$ cat config.mk
export PLATFORM = sky130hd
export DESIGN_NAME = phy_tx_arbiter
export DESIGN_NICKNAME = d
export VERILOG_FILES = /design/src/rtl/phy_tx_arbiter.sv
export SDC_FILE = /design/constraint.sdc
export NUM_CORES = 1
export LEC_CHECK = 0
export CORE_ASPECT_RATIO = 1.75
export CORE_MARGIN = 3
export CORE_UTILIZATION = 30
export CTS_CLUSTER_SIZE = 24
export DETAILED_ROUTE_END_ITERATION = 6
export PLACE_DENSITY = 0.64
export SLEW_MARGIN = 25
export SYNTH_ARGS = -nofsm -noshare
export SYNTH_HDL_FRONTEND = slang
export SYNTH_SLANG_ARGS = --single-unit
$ cat constraint.sdc
create_clock -name clk_2f -period 2 [get_ports clk_2f]
set_clock_uncertainty 0.1 [all_clocks]
set_input_delay 0.3 -clock clk_2f [delete_from_list [all_inputs] [get_ports clk_2f]]
set_output_delay 0.3 -clock clk_2f [all_outputs]
set_load 0.03 [all_outputs]
$ cat src/rtl/phy_tx_arbiter.sv
// Two-requester round-robin burst arbiter feeding the 32-bit PHY transmit input.
// Holds the PHY idle for INIT_CYCLES edges after reset, then grants bursts of up to BURST_MAX words.
module phy_tx_arbiter #(
  parameter int unsigned INIT_CYCLES = 8,
  parameter int unsigned BURST_MAX   = 4
) (
  input  logic        clk_2f,
  input  logic        reset,
  input  logic [31:0] req0_data,
  input  logic        req0_valid,
  output logic        req0_ready,
  input  logic [31:0] req1_data,
  input  logic        req1_valid,
  output logic        req1_ready,
  output logic [31:0] data_out,
  output logic        valid_out,
  output logic [1:0]  grant,
  output logic        link_ready
);

  localparam int unsigned InitW  = $clog2(INIT_CYCLES + 1);
  localparam int unsigned BurstW = $clog2(BURST_MAX + 1);
  localparam logic [InitW-1:0]  InitLast  = InitW'(INIT_CYCLES - 1);
  localparam logic [BurstW-1:0] BurstLast = BurstW'(BURST_MAX - 1);

  localparam logic [1:0] ST_INIT   = 2'd0;
  localparam logic [1:0] ST_IDLE   = 2'd1;
  localparam logic [1:0] ST_GRANT0 = 2'd2;
  localparam logic [1:0] ST_GRANT1 = 2'd3;

  logic [1:0]        r_state;
  logic [InitW-1:0]  r_init_cnt;
  logic [BurstW-1:0] r_burst_cnt;
  logic              r_last;  // last-served requester: 0 = req0, 1 = req1
  logic              r_link_ready;
  logic [31:0]       r_data_out;
  logic              r_valid_out;

  logic [1:0]        w_state_d;
  logic [InitW-1:0]  w_init_d;
  logic [BurstW-1:0] w_burst_d;
  logic              w_last_d;
  logic              w_link_d;
  logic              w_own_id;
  logic              w_own_valid;
  logic              w_oth_valid;
  logic              w_exhaust;
  logic              w_xfer;
  logic [31:0]       w_xfer_data;

  assign w_own_id    = (r_state == ST_GRANT1);
  assign w_own_valid = w_own_id ? req1_valid : req0_valid;
  assign w_oth_valid = w_own_id ? req0_valid : req1_valid;
  assign w_xfer      = ((r_state == ST_GRANT0) && req0_valid) ||
                       ((r_state == ST_GRANT1) && req1_valid);
  assign w_xfer_data = w_own_id ? req1_data : req0_data;
  assign w_exhaust   = w_xfer && (r_burst_cnt == BurstLast);

  always_comb begin
    w_state_d = r_state;
    w_init_d  = r_init_cnt;
    w_burst_d = r_burst_cnt;
    w_last_d  = r_last;
    w_link_d  = r_link_ready;
    case (r_state)
      ST_INIT: begin
        w_init_d = r_init_cnt + 1'b1;
        if (r_init_cnt == InitLast) begin
          w_state_d = ST_IDLE;
          w_link_d  = 1'b1;
        end
      end
      ST_IDLE: begin
        w_burst_d = '0;
        if (req0_valid && req1_valid) begin
          w_state_d = r_last ? ST_GRANT0 : ST_GRANT1;
        end else if (req0_valid) begin
          w_state_d = ST_GRANT0;
        end else if (req1_valid) begin
          w_state_d = ST_GRANT1;
        end
      end
      ST_GRANT0, ST_GRANT1: begin
        if (!w_own_valid || w_exhaust) begin
          w_last_d  = w_own_id;
          w_burst_d = '0;
          // Other side wins a release; an exhausted but still-valid owner re-grants without a bubble.
          if (w_oth_valid) begin
            w_state_d = w_own_id ? ST_GRANT0 : ST_GRANT1;
          end else if (!w_exhaust) begin
            w_state_d = ST_IDLE;
          end
        end else begin
          w_burst_d = r_burst_cnt + 1'b1;
        end
      end
      default: w_state_d = ST_INIT;
    endcase
  end

  always_ff @(posedge clk_2f or negedge reset) begin
    if (!reset) begin
      r_state      <= ST_INIT;
      r_init_cnt   <= '0;
      r_burst_cnt  <= '0;
      r_last       <= 1'b1;
      r_link_ready <= 1'b0;
      r_data_out   <= '0;
      r_valid_out  <= 1'b0;
    end else begin
      r_state      <= w_state_d;
      r_init_cnt   <= w_init_d;
      r_burst_cnt  <= w_burst_d;
      r_last       <= w_last_d;
      r_link_ready <= w_link_d;
      r_valid_out  <= w_xfer;
      if (w_xfer) begin
        r_data_out <= w_xfer_data;
      end
    end
  end

  assign req0_ready = (r_state == ST_GRANT0);
  assign req1_ready = (r_state == ST_GRANT1);
  assign grant      = {req1_ready, req0_ready};
  assign data_out   = r_data_out;
  assign valid_out  = r_valid_out;
  assign link_ready = r_link_ready;

endmodule

==> results_dict.tcl <==
set metrics [dict create \
    outcome "completed" \
    gp_congestion 0.737 \
    hp-start "r_init_cnt[3]" \
    hp-class "reg2reg" \
    worst_slew_pin_slew_ns 0.538 \
    critPathTopFamily "buffers and inverters" \
    p_per_area_nw_per_um2 1540 \
    setup_viol 0 \
    cts_setup_buffers 0 \
    holdBufCountCts 1 \
    root_buffer "clkbuf_16" \
    path_class "reg2out" \
    synth_cell_type_count 30 \
    core_area_um2 7280 \
    finalMaxSlewViolations 0 \
    syn_avg_cell_area_um2 11.4 \
    die_area_um2 8710 \
    maxCapViolCount 0 \
    synth_flop_cell "dfrtp_1" \
    io_buffers 105 \
    synth_top_cell_by_area "dfrtp_1" \
    drive_gt1_share_pct 14.4 \
    grt_max_degree 66 \
    synth-seq-cells 44 \
    wl_per_cell_um 14.3 \
    synth_warnings 0 \
    cp.depth 1 \
    routed_wl_um 5510 \
    area_delta_synth_final_pct 53.9 \
    critical-path-max-stage-delay_ns 0.70 \
    syn_nets 271 \
    yosysTopAreaCellShare_pct 47.3 \
    clock_latency_ns 0.27 \
    reg2reg_slack_ns 0.42 \
    crit_start "data_out[16]" \
    drcViolationCount 0 \
    crit_fanout 2 \
    critPathLaunchType "register" \
    hpwl_um 4160 \
    r2r-start "r_state[0]" \
    cts_sinks 44 \
    vias_per_cell 4.79 \
    peakVddDrop_mv 1.47 \
    synth_area_um2 2280 \
    grt-ovfl-total 0 \
    num_antenna_cells 0 \
    hold_violations 0 \
    initial_core_util_pct 31.3 \
    die-width_um 71.9 \
    synth_area_leaders "dfrtp_1 (47%), mux2i_1 (15%), a31oi_1 (9.1%)" \
    drt-initial-drc-count 114 \
    post-route-min-period_ns 1.73 \
    vias 1845 \
    rsz0062_at_grt "false" \
    cts_buffer_depth 2 \
    antenna_found_initial 0 \
    endpoint "data_out[16]" \
    async_reset_ff_share_pct 100 \
    die_y_um 121 \
    final_nets 369 \
    path_clk_slew_ns 0.06 \
    io_pins 106 \
    first_global_vias 1810 \
    grt_pass1_wl_um 8790 \
    post_cts_resize_count 0 \
    htreeDepth 2 \
    crit_slowest_cell "clkdlybuf4s50_1" \
    track_usage_pct 12.7 \
    tritoncts "built" \
    p_total_mw 5.40 \
    fin_tns_setup_ns 0 \
    crit_required_ns 1.60 \
    fin_crit_sh_pct 86.5 \
    maxSlewHeadroom_pct 64.2 \
    rows 41 \
    rr_worst_depth 4 \
    p_leak_nw 1.47 \
    synthCells 200 \
    r2r-end "r_burst_cnt[2]" \
    synth_edf_count 0 \
    cp_num_buf_inv 1 \
    path_cells "clkdlybuf4s50_1" \
    drtPass1Iterations 4 \
    detail-route-antenna-nets 0 \
    seq_area_frac_synth_pct 48.4 \
    fmax_ghz 0.578 \
    cp-end-kind "output pin" \
    cp.arrival_ns 1.33 \
    cts_buffers 5 \
]
==> layer usage <==
metal,GRT usage [%],share of wire [%],vias up
met5,0,0,-
met4,3.18,0.60,0
met3,2.57,5.8,2
met2,22.8,53,55
met1,15.2,40,846
li1,-,-,942
==> cell families (layout without fill, tap and decap cells) <==
family,Yosys count,count (layout),share of synthesized area [%]
mux,35,35,15.7
flops,44,44,48.4
compound gates,73,73,22.0
xor+xnor,3,3,1.15
simple gates,16,16,3.46
fa+ha+maj,3,3,1.65
buf+inv,26,125,7.69
==> report_power, final <==
part	internal, mW	switching (mW)	leakage, nW
combinational	1.32	1.66	0.900
sequential	1.32	0.295	0.497
clock	0.498	0.304	0.0712
total	3.14	2.26	1.47
==> how the worst min path moves through the flow <==
stage	end	slack, ns	depth (start not counted)
floorplan	data_out[0]	-0.1	0
CTS	r_init_cnt[3]	0.38	1
global placement	r_init_cnt[1]	0.20	1
finish	r_init_cnt[3]	0.38	1
detailed placement	r_init_cnt[1]	0.21	1
global route	r_init_cnt[3]	0.39	1
==> per-stage QoR <==
stage / util (%) / worst slack [ns] / cells / hold slack (ns) / cell area (µm²)
after floorplan: - / 0.310 / 200 / -0.0956 / 2280
after global placement: 46.0 / 0.136 / 376 / 0.201 / 3350
after detailed placement: 46.0 / 0.0576 / 376 / 0.214 / 3350
after CTS: 48.1 / 0.246 / 385 / 0.376 / 3500
after global routing: 48.1 / 0.232 / 385 / 0.389 / 3500
final: 48.1 / 0.270 / 385 / 0.381 / 3500
==> cell type report <==
class,instances,area [µm²]
Sequential cell,44,1100
Inverter,5,18.8
Tap cell,86,108
Clock buffer,8,146
Multi-Input combinational cell,130,1000
Timing Repair Buffer,112,1130
Fill cell,706,3780
==> cell usage after synthesis, drive strengths merged, types with 2 or more instances <==
cell type  instances
clkbuf             2
buf               19
o21ai              2
nand2              8
o31ai              3
mux2i             33
xnor2              2
a21oi             32
inv                5
a31oi             33
mux2               2
dfrtp             43
nor2               3
ha                 3
nand2b             2
==> state kept, by name (all words and copies together), names as in the netlist <==
register     count
r_burst_cnt      3
valid_out        1
r_state          2
r_last           1
data_out        32
r_init_cnt       4
link_ready       1
==> cell usage in the layout, fill, tap and decap left out, types with 2 or more instances in the layout <==
master / count
clkbuf_16: 5
a31oi_1: 33
xnor2_1: 2
clkbuf_1: 2
buf_12: 3
nand2b_1: 2
inv_1: 5
nand2_1: 7
buf_4: 7
o31ai_1: 3
ha_1: 3
a21oi_2: 20
a21oi_1: 12
o21ai_0: 2
dfrtp_1: 42
nor2_1: 2
mux2i_1: 33
clkdlybuf4s50_1: 100
(Power assumes the default switching activity.)
